<file path="src/rtl/serial_adder_pkg.sv">
// Shared definitions for the bit-serial adder stage.
// State encoding is also used by bench monitors.
package serial_adder_pkg;

    localparam logic [1:0] S_IDLE = 2'd0;
    localparam logic [1:0] S_ADD  = 2'd1;
    localparam logic [1:0] S_DONE = 2'd2;

    typedef enum logic [1:0] {
        ST_IDLE = S_IDLE,
        ST_ADD  = S_ADD,
        ST_DONE = S_DONE
    } state_t;

endpackage

</file>
<file path="src/rtl/half_adder.sv">
// Single-bit half adder cell.
module half_adder (
    input  logic a,
    input  logic b,
    output logic sum,
    output logic carry
);

    assign sum   = a ^ b;
    assign carry = a & b;

endmodule

</file>
<file path="src/rtl/serial_adder_full_adder.sv">
// Full adder built from two half_adder cells and an OR of their carries.
module full_adder (
    input  logic a,
    input  logic b,
    input  logic cin,
    output logic sum,
    output logic cout
);

    logic s0;
    logic c0;
    logic c1;

    half_adder u_ha0 (
        .a     (a),
        .b     (b),
        .sum   (s0),
        .carry (c0)
    );

    half_adder u_ha1 (
        .a     (s0),
        .b     (cin),
        .sum   (sum),
        .carry (c1)
    );

    assign cout = c0 | c1;

endmodule

</file>
<file path="src/rtl/serial_adder.sv">
// Bit-serial LSB-first adder: one WIDTH-bit addition over WIDTH cycles.
module serial_adder
    import serial_adder_pkg::*;
#(
    parameter int WIDTH = 8
) (
    input  logic             clk,
    input  logic             rst,
    input  logic             start,
    input  logic [WIDTH-1:0] a,
    input  logic [WIDTH-1:0] b,
    output logic             busy,
    output logic             done,
    output logic [WIDTH-1:0] sum,
    output logic             cout
);

    localparam int CW = $clog2(WIDTH + 1);

    state_t           state;
    logic [WIDTH-1:0] a_sh;
    logic [WIDTH-1:0] b_sh;
    logic [WIDTH-1:0] s_sh;
    logic [WIDTH-1:0] s_next;
    logic             carry;
    logic [CW-1:0]    cnt;
    logic             fa_s;
    logic             fa_c;
    logic             last;

    full_adder u_fa (
        .a    (a_sh[0]),
        .b    (b_sh[0]),
        .cin  (carry),
        .sum  (fa_s),
        .cout (fa_c)
    );

    assign last = (cnt == CW'(WIDTH - 1));

    // Works for WIDTH=1, where the shift leaves only the new bit.
    always_comb begin
        s_next = s_sh >> 1;
        s_next[WIDTH-1] = fa_s;
    end

    always_ff @(posedge clk) begin
        if (rst) begin
            state <= ST_IDLE;
            a_sh  <= '0;
            b_sh  <= '0;
            s_sh  <= '0;
            carry <= 1'b0;
            cnt   <= '0;
            busy  <= 1'b0;
            done  <= 1'b0;
            sum   <= '0;
            cout  <= 1'b0;
        end else begin
            done <= 1'b0;
            unique case (state)
                ST_IDLE, ST_DONE: begin
                    if (start) begin
                        a_sh  <= a;
                        b_sh  <= b;
                        s_sh  <= '0;
                        carry <= 1'b0;
                        cnt   <= '0;
                        busy  <= 1'b1;
                        state <= ST_ADD;
                    end else begin
                        state <= ST_IDLE;
                    end
                end
                ST_ADD: begin
                    a_sh  <= a_sh >> 1;
                    b_sh  <= b_sh >> 1;
                    s_sh  <= s_next;
                    carry <= fa_c;
                    cnt   <= cnt + CW'(1);
                    if (last) begin
                        sum   <= s_next;
                        cout  <= fa_c;
                        busy  <= 1'b0;
                        done  <= 1'b1;
                        state <= ST_DONE;
                    end
                end
                default: state <= ST_IDLE;
            endcase
        end
    end

endmodule

</file>
<file path="config.mk">
export PLATFORM = sky130hd
export DESIGN_NAME = serial_adder
export DESIGN_NICKNAME = d
export VERILOG_FILES = /design/src/rtl/serial_adder_pkg.sv /design/src/rtl/half_adder.sv /design/src/rtl/serial_adder_full_adder.sv /design/src/rtl/serial_adder.sv
export SDC_FILE = /design/constraint.sdc
export NUM_CORES = 1
export LEC_CHECK = 0
export CORE_AREA = 10 10 68 70
export CTS_BUF_LIST = sky130_fd_sc_hd__clkbuf_4
export DETAILED_ROUTE_END_ITERATION = 7
export DIE_AREA = 0 0 78 80
export GPL_ROUTABILITY_DRIVEN = 0
export GPL_TIMING_DRIVEN = 0
export PLACE_DENSITY = 0.79
export SLEW_MARGIN = 10
export SYNTH_ARGS = -nofsm -noshare
export SYNTH_HDL_FRONTEND = slang
export SYNTH_HIERARCHICAL = 1
export SYNTH_SLANG_ARGS = --single-unit
</file>
<file path="constraint.sdc">
create_clock -name clk -period 1.8 [get_ports clk]
set_input_delay 0.54 -clock clk [delete_from_list [all_inputs] [get_ports clk]]
set_output_delay 0.54 -clock clk [all_outputs]
set_load 0.005 [all_outputs]
</file>
==> impl_results.md, run 1 <==
* Status: complete, no violations
* Rows at 21
* Die W at 78 um
* Ys Warns at 6
* Mapped Cells at 185
* RSZ-0062 raised after global routing: false
* Hold Slack at 0.4789 ns
* P&R area growth vs syn at 23.69%
* # diodes at 0
* Vias/cell at 5.422
* Mapped Nets at 207
* Seq/Total Area, Yosys at 47.67%
* # hold bufs at CTS at 0
* Largest net degree at the start of global routing at 13
* Clock share of power at 26.8%
* Fraction of layout cells with a size suffix above 1 at 13.96%
* VDD IR max at 0.0004493 V
* Fillcell total at 313
* Crit path capture type: primary output
* DRT iter0 DRCs at 91
* Final number of hold-violating endpoints at 0
* Global-route wire length before repair at 6458 um
* Postcts setup bufs at 0
* Int Power at 1.186 mW
* Std-Cell Core Area at 3284 sq um
* Grt ovf at 0
* Clock Path Buffers at 2
* Initial antenna violation count at 0
* Clk_lat worst skew at 0.35 ns
* Full die area at 6240 sq um
* Pre-antenna DRT Iters at 5
* NumNets Final at 243
* Post-route ant nets at 0
* Least-Margin Pin Slew at 0.4452 ns
* Critical path cell sequence: clkdlybuf4s50_1
* Slew Limit Fails at 0
* Worst slew margin at 70.32%
* Routed len/inst at 14.12 um
* CP required at 1.26 ns
* Multi-input gate area in the final layout at 807.0 sq um
* Number of top-level pins at 30
* Htree depth at 2
* Maximum clock rate at 573.9 MHz
* Pleak at 0.7596 nW
* Maxcap violations at 0
* Slowest library cell on the worst path: clkdlybuf4s50_1
* Crit path largest cell delay at 0.50 ns
* Min Tclk post-route at 1.742 ns
* DP Wirelength at 2875 um
* Mapped Area at 1722 sq um
* HP Class: reg2reg
* Via count at 1453
* CP top delay family: buffers and inverters
* Power per cell area at 754.2 nW/um^2
* TritonCTS Sinks at 41
* Initial core utilization at 52.42%
* Post-CTS sizing at 0
* Startpoint types: register
* Data arrival, critical path at 1.20 ns
* Crit share post-route at 96.80%
* WS Path Type: reg2out
* DRC at 0
* Psw at 0.4200 mW
* Die Ht at 80 um
* Yosys reg bits at 41
* FF-to-FF setup slack at 0.44 ns
* Synth Area per Inst at 9.306 sq um
* WP buf/inv at 1
* CTS root buffer: clkbuf_4
* Worst Path Max Fanout at 2
* Total power at 1.606 mW
* Finish-stage setup viols at 0
* WL final at 3784 um
* Reg area at 830.8 sq um
* Worst-case clock skew at 0.006664 ns
* Sequential share of power at 59.7%
* CTS Buf Count at 5
* Vias in the first global route at 1501
* Comb pwr share at 13.5%
* Port bufs at 29
* Switching share of total power at 26.15%
* Post-synthesis cell type count at 24
* Gr usage total at 12.53%
* Clock Pin Slew Worst Setup and Hold Paths at 0.12 ns
* CTS tree: built
==> per-layer routing <==
layer | vias to the layer above | track usage (%) | wire, um
met1 | 687 | 12.36 | 1631
met5 | - | 0 | 0
met4 | 0 | 4.659 | 46
met3 | 6 | 5.293 | 232
li1 | 724 | - | -
met2 | 36 | 22.97 | 1874
==> state kept, by name, summed over array words and instances, names as in the netlist <==
register,cells
a_sh,8
b_sh,8
busy,1
carry,1
cnt,4
cout,1
done,1
s_sh,7
state,2
sum,8
==> worst min-delay path, stage by stage (launching register included) <==
cell and delay [ns]:
dfxtp_1 0.33, nand3_1 0.06, a21oi_1 0.06
==> cells by family (layout without fill, tap and decap cells) <==
| group | count (synthesis) | after routing | synth area share, % |
|---|---|---|---|
| and+or+nand+nor | 69 | 69 | 22.38 |
| AOI/OAI and AO/OA | 45 | 45 | 15.55 |
| DFF | 41 | 41 | 47.67 |
| buffers and inverters | 16 | 53 | 5.451 |
| muxes | 11 | 11 | 6.759 |
| adders and majority gates | 3 | 3 | 2.180 |
==> cell usage after synthesis <==
master | number | share of area [%]
a211oi_2 | 1 | 0.73
a21oi_1 | 29 | 8.4
a22oi_1 | 14 | 6.1
and2b_1 | 1 | 0.44
buf_2 | 6 | 1.7
buf_4 | 7 | 3.1
clkbuf_1 | 3 | 0.65
dfxtp_1 | 41 | 48
ha_1 | 3 | 2.2
mux2_1 | 1 | 0.65
mux2_4 | 1 | 0.87
mux2i_1 | 9 | 5.2
nand2_1 | 11 | 2.4
nand2b_1 | 21 | 7.6
nand3_1 | 26 | 7.6
nand3b_2 | 1 | 0.65
nand4_1 | 1 | 0.36
nor2_1 | 2 | 0.44
nor2_8 | 1 | 1.2
nor2b_1 | 1 | 0.36
nor3_1 | 2 | 0.58
nor3b_1 | 1 | 0.44
o21ai_0 | 1 | 0.29
or2_1 | 1 | 0.36
==> power by group through the flow <==
stage	Clock, mW	Sequential [mW]	Combinational (mW)
global placement	0	0.977	0.210
CTS	0.442	0.959	0.218
detailed placement	0	0.980	0.218
global route	0.488	0.964	0.238
floorplan	0	0.974	0.138
finish	0.430	0.959	0.217
==> worst paths after layout <==
kind,from,end,depth (start not counted)
worst min register to register,b_sh[4],b_sh[4],2
worst min-delay path,b_sh[4],b_sh[4],2
worst max-delay path,busy,busy,1
worst max register to register,cnt[0],sum[6],4
==> stage by stage <==
step	TNS, ns	cell area [sq um]	setup slack, ns	util [%]	std cells
6_report	0	2130	0.05762	64.84	268
5_1_grt	0	2130	0.004066	64.84	268
4_1_cts	0	2120	0.01937	64.53	268
3_5_place_dp	-4.035	2069	-0.2067	63.01	260
3_3_place_gp	-3.170	2069	-0.1667	63.01	260
2_1_floorplan	0	1722	0.4829	-	185
==> cell type report <==
| type | count | share of cell area [%] |
|---|---|---|
| clock inverter | 3 | 0.5875 |
| multi-input combinational | 128 | 37.90 |
| buffer | 16 | 4.407 |
| sequential | 41 | 39.01 |
| tap | 46 | 2.703 |
| timing repair buffer | 29 | 13.63 |
| clock buffer | 5 | 1.763 |
==> placed cells by master (no fill, tap or decap), types with 3 or more instances in the layout <==
cell type,Yosys,routed
clkbuf_4,0,5
dfxtp_2,0,8
dfxtp_1,41,33
ha_1,3,3
buf_4,7,7
a21oi_1,29,29
nand2_1,11,11
a22oi_1,14,14
nand3_1,26,26
mux2i_1,9,9
clkdlybuf4s50_1,0,29
buf_2,6,6
nand2b_1,21,21
clkbuf_1,3,3
Note: power is estimated with default switching activity, not from simulation.
==> run 2, diff against run 1 <==
ABC_AREA = 1   (was not set)
CORE_AREA = 2 2 61 63   (was 10 10 68 70)
DIE_AREA = 0 0 63 65   (was 0 0 78 80)
==> impl_results.md, run 2 <==
* Top Registers: a_sh: 8 flops, b_sh: 8 flops, sum: 8 flops (unchanged)
* Maxcap violations at 0 (unchanged)
* R2R Path End: sum[4] (was sum[6])
* Post-route cell area at 2183 sq um (was 2130 sq um)
* Vias/cell at 5.094 (was 5.422)
* Mapped Nets at 258 (was 207)
* Synth top area cells: dfxtp_1, nand3_1, nand2_1 (was dfxtp_1, a21oi_1, nand2b_1)
* CTS root buffer: clkbuf_4 (unchanged)
* Power per cell area at 742.2 nW/um^2 (was 754.2 nW/um^2)
* Status: complete, no violations (unchanged)
* Crit share post-route at 97.19% (was 96.80%)
* Full die area at 4095 sq um (was 6240 sq um)
* Number of top-level pins at 30 (unchanged)
* Routed len/inst at 11.86 um (was 14.12 um)
* Finish-stage setup viols at 0 (unchanged)
* Mapped Cells at 236 (was 185)
* TritonCTS Sinks at 41 (unchanged)
* Final core occ at 62.46% (was 64.84%)
* WS Path Type: reg2out (unchanged)
* DRC at 0 (unchanged)
* Slew Limit Fails at 0 (unchanged)
* Placed inst area at 2128 sq um (was 2069 sq um)
* DP Wirelength at 2650 um (was 2875 um)
* Vias in the first global route at 1513 (was 1501)
* Mapped Area at 1788 sq um (was 1722 sq um)
* FF-to-FF setup slack at 0.50 ns (was 0.44 ns)
* Initial core utilization at 51.15% (was 52.42%)
* Worst r2r src: cnt[0] (unchanged)
* Min Tclk post-route at 1.749 ns (was 1.742 ns)
* Worst slew margin at 67.58% (was 70.32%)
* VDD IR max at 0.0005528 V (was 0.0004493 V)
* Startpoint types: register (unchanged)
* Number of synthesized flops with an enable pin at 0 (unchanged)
* Most frequent cells in the layout: nand2_1, nand3_1, dfxtp_1, a21oi_1, clkdlybuf4s50_1 (was dfxtp_1, a21oi_1, clkdlybuf4s50_1, nand3_1, nand2b_1)
* CP top delay family: buffers and inverters (unchanged)
* Port bufs at 28 (was 29)
* DRT iter0 DRCs at 87 (was 91)
* Crit path capture type: primary output (unchanged)
* Post-route ant nets at 0 (unchanged)
* Area leader, netlist: dfxtp_1 (unchanged)
* Maximum clock rate at 571.6 MHz (was 573.9 MHz)
* Hold Path Cell Cnt at 2 (unchanged)
* Least-Margin Pin Slew at 0.4863 ns (was 0.4452 ns)
* CP required at 1.26 ns (about the same)
* Std-Cell Core Area at 3496 sq um (was 3284 sq um)
* Worst Path Max Fanout at 2 (unchanged)
* Post-synthesis cell type count at 19 (was 24)
* Critical path cell sequence: clkdlybuf4s50_1 (unchanged)
* NumNets Final at 293 (was 243)
* RSZ-0062 raised after global routing: false (unchanged)
* Final worst slack at 0.05063 ns (was 0.05762 ns)
* Fillcell total at 333 (was 313)
* CTS tree: built (unchanged)
* Clock Pin Slew Worst Setup and Hold Paths at 0.12 ns (about the same)
* Largest net degree at the start of global routing at 13 (unchanged)
* Total power at 1.621 mW (was 1.606 mW)
* WL final at 3782 um (was 3784 um)
* HP Class: reg2reg (unchanged)
* Place WS at -0.01472 ns (was -0.2067 ns)
* Most instantiated cells after synthesis: nand2_1, nand3_1, dfxtp_1 (was dfxtp_1, a21oi_1, nand3_1)
* CTS Buf Count at 5 (unchanged)
* Die Ht at 65 um (was 80 um)
* Synth Area per Inst at 7.576 sq um (was 9.306 sq um)
* Worst-case clock skew at 0.01059 ns (was 0.006664 ns)
* Yosys reg bits at 41 (unchanged)
* Pre-antenna DRT Iters at 4 (was 5)
* Hold EP: sum[6] (was b_sh[4])
* Rows at 22 (was 21)
* Data arrival, critical path at 1.21 ns (was 1.20 ns)
* Hold_sp: s_sh[7] (was b_sh[4])
* WP buf/inv at 1 (unchanged)
* Initial antenna violation count at 0 (unchanged)
* Ys Warns at 6 (unchanged)
* Pleak at 0.9103 nW (was 0.7596 nW)
* P&R area growth vs syn at 22.11% (was 23.69%)
* Via count at 1625 (was 1453)
* Slowest library cell on the worst path: clkdlybuf4s50_1 (unchanged)
* Final number of hold-violating endpoints at 0 (unchanged)
* Most common cell in the netlist: nand2_1 (was dfxtp_1)
* # hold bufs at CTS at 0 (unchanged)
* Crit path largest cell delay at 0.50 ns (about the same)
* Clk_lat worst skew at 0.35 ns (about the same)
* Post-synthesis async set-or-reset flop share at 0% (unchanged)
* Clock Path Buffers at 2 (unchanged)
* Most common cell after layout, fill and taps aside: nand2_1 (was dfxtp_1)
* Synth top area share at 45.91% (was 47.67%)
* FF-to-FF path depth at 7 (was 4)
* Gr usage total at 20.23% (was 12.53%)
* Postcts setup bufs at 0 (unchanged)
* Global-route wire length before repair at 6506 um (was 6458 um)
* Fraction of layout cells with a size suffix above 1 at 12.92% (was 13.96%)
* Most used DFF post-synth: dfxtp_1 (unchanged)
* Die W at 63 um (was 78 um)
* Seq/Total Area, Yosys at 45.91% (was 47.67%)
* # diodes at 0 (unchanged)
* Htree depth at 2 (unchanged)
* Grt ovf at 0 (unchanged)
* Post-CTS sizing at 0 (unchanged)
-- run 2: changes by cell type in the layout (fill, tap and decap cells not counted), sizes merged, moves of 3 or more --
cell | previous run | this run
clkbuf | 8 | 5
nand2b | 21 | 0
a22oi | 14 | 0
nor2 | 3 | 6
nand3 | 26 | 52
mux2i | 9 | 0
inv | 0 | 21
nand2 | 11 | 65
-- run 2: metal layers --
layer / up-vias / global-route usage, % / part of all wire, %
li1: 835 / - / -
met1: 751 / 23.94 / 48
met2: 34 / 35.90 / 46
met3: 5 / 4.861 / 4.7
met4: 0 / 6.667 / 1.4
met5: - / 0 / 0
-- run 2: logic make-up (layout without fill, tap and decap cells) --
group	count (synthesis)	count (layout)	synth area share, %
flops	41	41	45.91
fa+ha+maj	3	3	2.100
simple gates	123	123	32.33
buf+inv	36	71	10.43
compound gates	33	33	9.237
-- run 2: layout make-up --
| cell class | instances | area, sq um | area share, % |
|---|---|---|---|
| buffer | 15 | 105.1 | 4.814 |
| clock buffer | 5 | 37.54 | 1.719 |
| clock inverter | 2 | 11.26 | 0.5158 |
| inverter | 21 | 81.33 | 3.725 |
| multi-input combinational | 159 | 780.7 | 35.76 |
| sequential | 41 | 827.0 | 37.88 |
| tap | 48 | 60.06 | 2.751 |
| timing repair buffer | 28 | 280.3 | 12.84 |
-- run 2: per-stage QoR --
| stage | cells | hold WS [ns] | TNS [ns] |
|---|---|---|---|
| floorplan | 236 | 0.4383 | 0 |
| global placement | 312 | 0.4511 | -0.003150 |
| detailed placement | 312 | 0.4525 | -0.01749 |
| CTS | 319 | 0.4728 | 0 |
| global route | 319 | 0.4873 | 0 |
| finish | 319 | 0.4657 | 0 |
-- run 2: power breakdown --
part           leakage (nW)  internal [mW]  switching, mW  total (mW)
Clock                0.0247          0.140          0.283       0.423
Sequential            0.336          0.941         0.0186       0.959
Combinational         0.550          0.107          0.131       0.238
-- run 2: worst max-delay path by stage --
stage | slack [ns] | depth (start not counted) | to | from
floorplan | 0.55 | 5 | cnt[3] | start
global route | 0.0007 | 1 | sum[7] | sum[7]
finish | 0.05 | 1 | sum[7] | sum[7]
CTS | 0.02 | 1 | sum[2] | sum[2]
detailed placement | -0.01 | 5 | state[0] | rst
global placement | -0.002 | 4 | b_sh[4] | rst
==> run 3, diff against run 2 <==
==> constraint.sdc (replaced) <==
create_clock -name clk -period 1.8 [get_ports clk]
set_input_delay 0.36 -clock clk [delete_from_list [all_inputs] [get_ports clk]]
set_output_delay 0.36 -clock clk [all_outputs]
set_load 0.005 [all_outputs]
==> impl_results.md, run 3 (synthesis results as in run 2) <==
* Status: complete, no violations (unchanged)
* CP required at 1.44 ns (was 1.26 ns)
* Slowest library cell on the worst path: clkdlybuf4s50_1 (unchanged)
* Fraction of layout cells with a size suffix above 1 at 11.07% (was 12.92%)
* Power per cell area at 744.7 nW/um^2 (was 742.2 nW/um^2)
* CP endpoint: busy (was sum[7])
* FF-to-FF path depth at 7 (unchanged)
* WP buf/inv at 1 (unchanged)
* Grt ovf at 0 (unchanged)
* Clock Pin Slew Worst Setup and Hold Paths at 0.12 ns (about the same)
* TritonCTS Sinks at 41 (unchanged)
* Die Ht at 65 um (unchanged)
* DP Wirelength at 2650 um (unchanged)
* Crit path largest cell delay at 0.51 ns (was 0.50 ns)
* Vias in the first global route at 1513 (unchanged)
* CP Depth at 1 (unchanged)
* R2R Path End: sum[4] (unchanged)
* Worst-case clock skew at 0.01090 ns (was 0.01059 ns)
* RSZ-0062 raised after global routing: false (unchanged)
* Min Tclk post-route at 1.586 ns (was 1.749 ns)
* Pleak at 0.9080 nW (was 0.9103 nW)
* Critical path cell sequence: clkdlybuf4s50_1 (unchanged)
* DRT iter0 DRCs at 101 (was 87)
* Gr usage total at 20.23% (unchanged)
* Vias/cell at 5.091 (was 5.094)
* Port bufs at 28 (unchanged)
* Number of top-level pins at 30 (unchanged)
* # diodes at 0 (unchanged)
* Final TNS setup at 0 ns (unchanged)
* WL final at 3777 um (was 3782 um)
* FF-to-FF setup slack at 0.51 ns (was 0.50 ns)
* Maxcap violations at 0 (unchanged)
* Full die area at 4095 sq um (unchanged)
* Least-Margin Pin Slew at 0.4809 ns (was 0.4863 ns)
* Initial antenna violation count at 0 (unchanged)
* Final worst slack at 0.2140 ns (was 0.05063 ns)
* VDD IR max at 0.0005528 V (about the same)
* DRC at 0 (unchanged)
* Startpoint types: register (unchanged)
* Post-CTS sizing at 0 (unchanged)
* P&R area growth vs syn at 21.76% (was 22.11%)
* Top Registers: a_sh: 8 flops, b_sh: 8 flops, sum: 8 flops (unchanged)
* CTS tree: built (unchanged)
* CP startpoint: busy (was sum[7])
* Global-route wire length before repair at 6506 um (unchanged)
* Post-route ant nets at 0 (unchanged)
* Clock Path Buffers at 2 (unchanged)
* HP Class: in2reg (was reg2reg)
* Routed len/inst at 11.84 um (was 11.86 um)
* Die W at 63 um (unchanged)
* CTS Buf Count at 5 (unchanged)
* Crit share post-route at 88.11% (was 97.19%)
* Crit path capture type: primary output (unchanged)
* Pre-antenna DRT Iters at 4 (unchanged)
* Worst Path Max Fanout at 2 (unchanged)
* NumNets Final at 293 (unchanged)
* Data arrival, critical path at 1.23 ns (was 1.21 ns)
* Final number of hold-violating endpoints at 0 (unchanged)
* Most common cell after layout, fill and taps aside: nand2_1 (unchanged)
* Postcts setup bufs at 0 (unchanged)
* Worst slew margin at 67.94% (was 67.58%)
* Largest net degree at the start of global routing at 13 (unchanged)
* WS Path Type: reg2out (unchanged)
* Initial core utilization at 51.15% (unchanged)
* Slew Limit Fails at 0 (unchanged)
* Place WS at 0.1653 ns (was -0.01472 ns)
* Htree depth at 2 (unchanged)
* Std-Cell Core Area at 3496 sq um (unchanged)
* Fillcell total at 335 (was 333)
* Most frequent cells in the layout: nand2_1, nand3_1, dfxtp_1, a21oi_1, clkdlybuf4s50_1 (unchanged)
* Via count at 1624 (was 1625)
* Maximum clock rate at 630.5 MHz (was 571.6 MHz)
* # hold bufs at CTS at 0 (unchanged)
* Worst r2r src: cnt[0] (unchanged)
* Clk_lat worst skew at 0.35 ns (about the same)
* CP top delay family: buffers and inverters (unchanged)
* Rows at 22 (unchanged)
* CTS root buffer: clkbuf_4 (unchanged)
* Finish-stage setup viols at 0 (unchanged)
## run 3: cell types whose count changed in the layout (fill, tap and decap cells not counted)
cell / delta
dfxtp_2: -5
dfxtp_1: +5
## run 3: final cells by class
class / count / area, sq um / share of cell area, %
repair buffers: 28 / 280.3 / 12.87
flip-flops and latches: 41 / 820.8 / 37.70
clock inverters: 2 / 11.26 / 0.5172
plain buffers: 15 / 105.1 / 4.828
inverters: 21 / 81.33 / 3.736
well taps: 48 / 60.06 / 2.759
multi-input cells: 159 / 780.7 / 35.86
clock buffers: 5 / 37.54 / 1.724
## run 3: per-stage QoR
stage	instances	area [sq um]	util, %	power, mW	hold slack (ns)
finish	319	2177	62.28	1.621	0.4508
global route	319	2177	62.28	1.706	0.4806
CTS	319	2177	62.28	1.638	0.4404
detailed placement	312	2128	60.88	1.216	0.4525
global placement	312	2128	60.88	1.213	0.4511
floorplan	236	1788	-	1.133	0.4383
## run 3: how the worst min path moves through the flow
stage	start	to	slack, ns	depth (start not counted)
global placement	carry	carry	0.45	2
detailed placement	s_sh[4]	sum[3]	0.45	2
floorplan	s_sh[2]	sum[1]	0.44	2
finish	start	b_sh[4]	0.45	5
global route	start	b_sh[4]	0.48	5
CTS	start	b_sh[4]	0.44	5
## run 3: power breakdown
group,switching (mW),internal [mW],leakage (nW)
Sequential,0.0188,0.940,0.334
Combinational,0.131,0.107,0.550
Clock,0.284,0.140,0.0247
## run 3: tightest hold or removal path: stages
cell,delay [ns]
buf_2,0.16
nand3_1,0.09
nand2_1,0.05
inv_1,0.04
a21oi_1,0.05
## run 3: routing by layer
| layer | vias up | part of all wire (%) | GRT usage (%) |
|---|---|---|---|
| met3 | 5 | 3.9 | 4.861 |
| met2 | 32 | 46 | 35.90 |
| met1 | 753 | 48 | 23.94 |
| li1 | 834 | - | - |
| met5 | - | 0 | 0 |
| met4 | 0 | 1.4 | 6.667 |
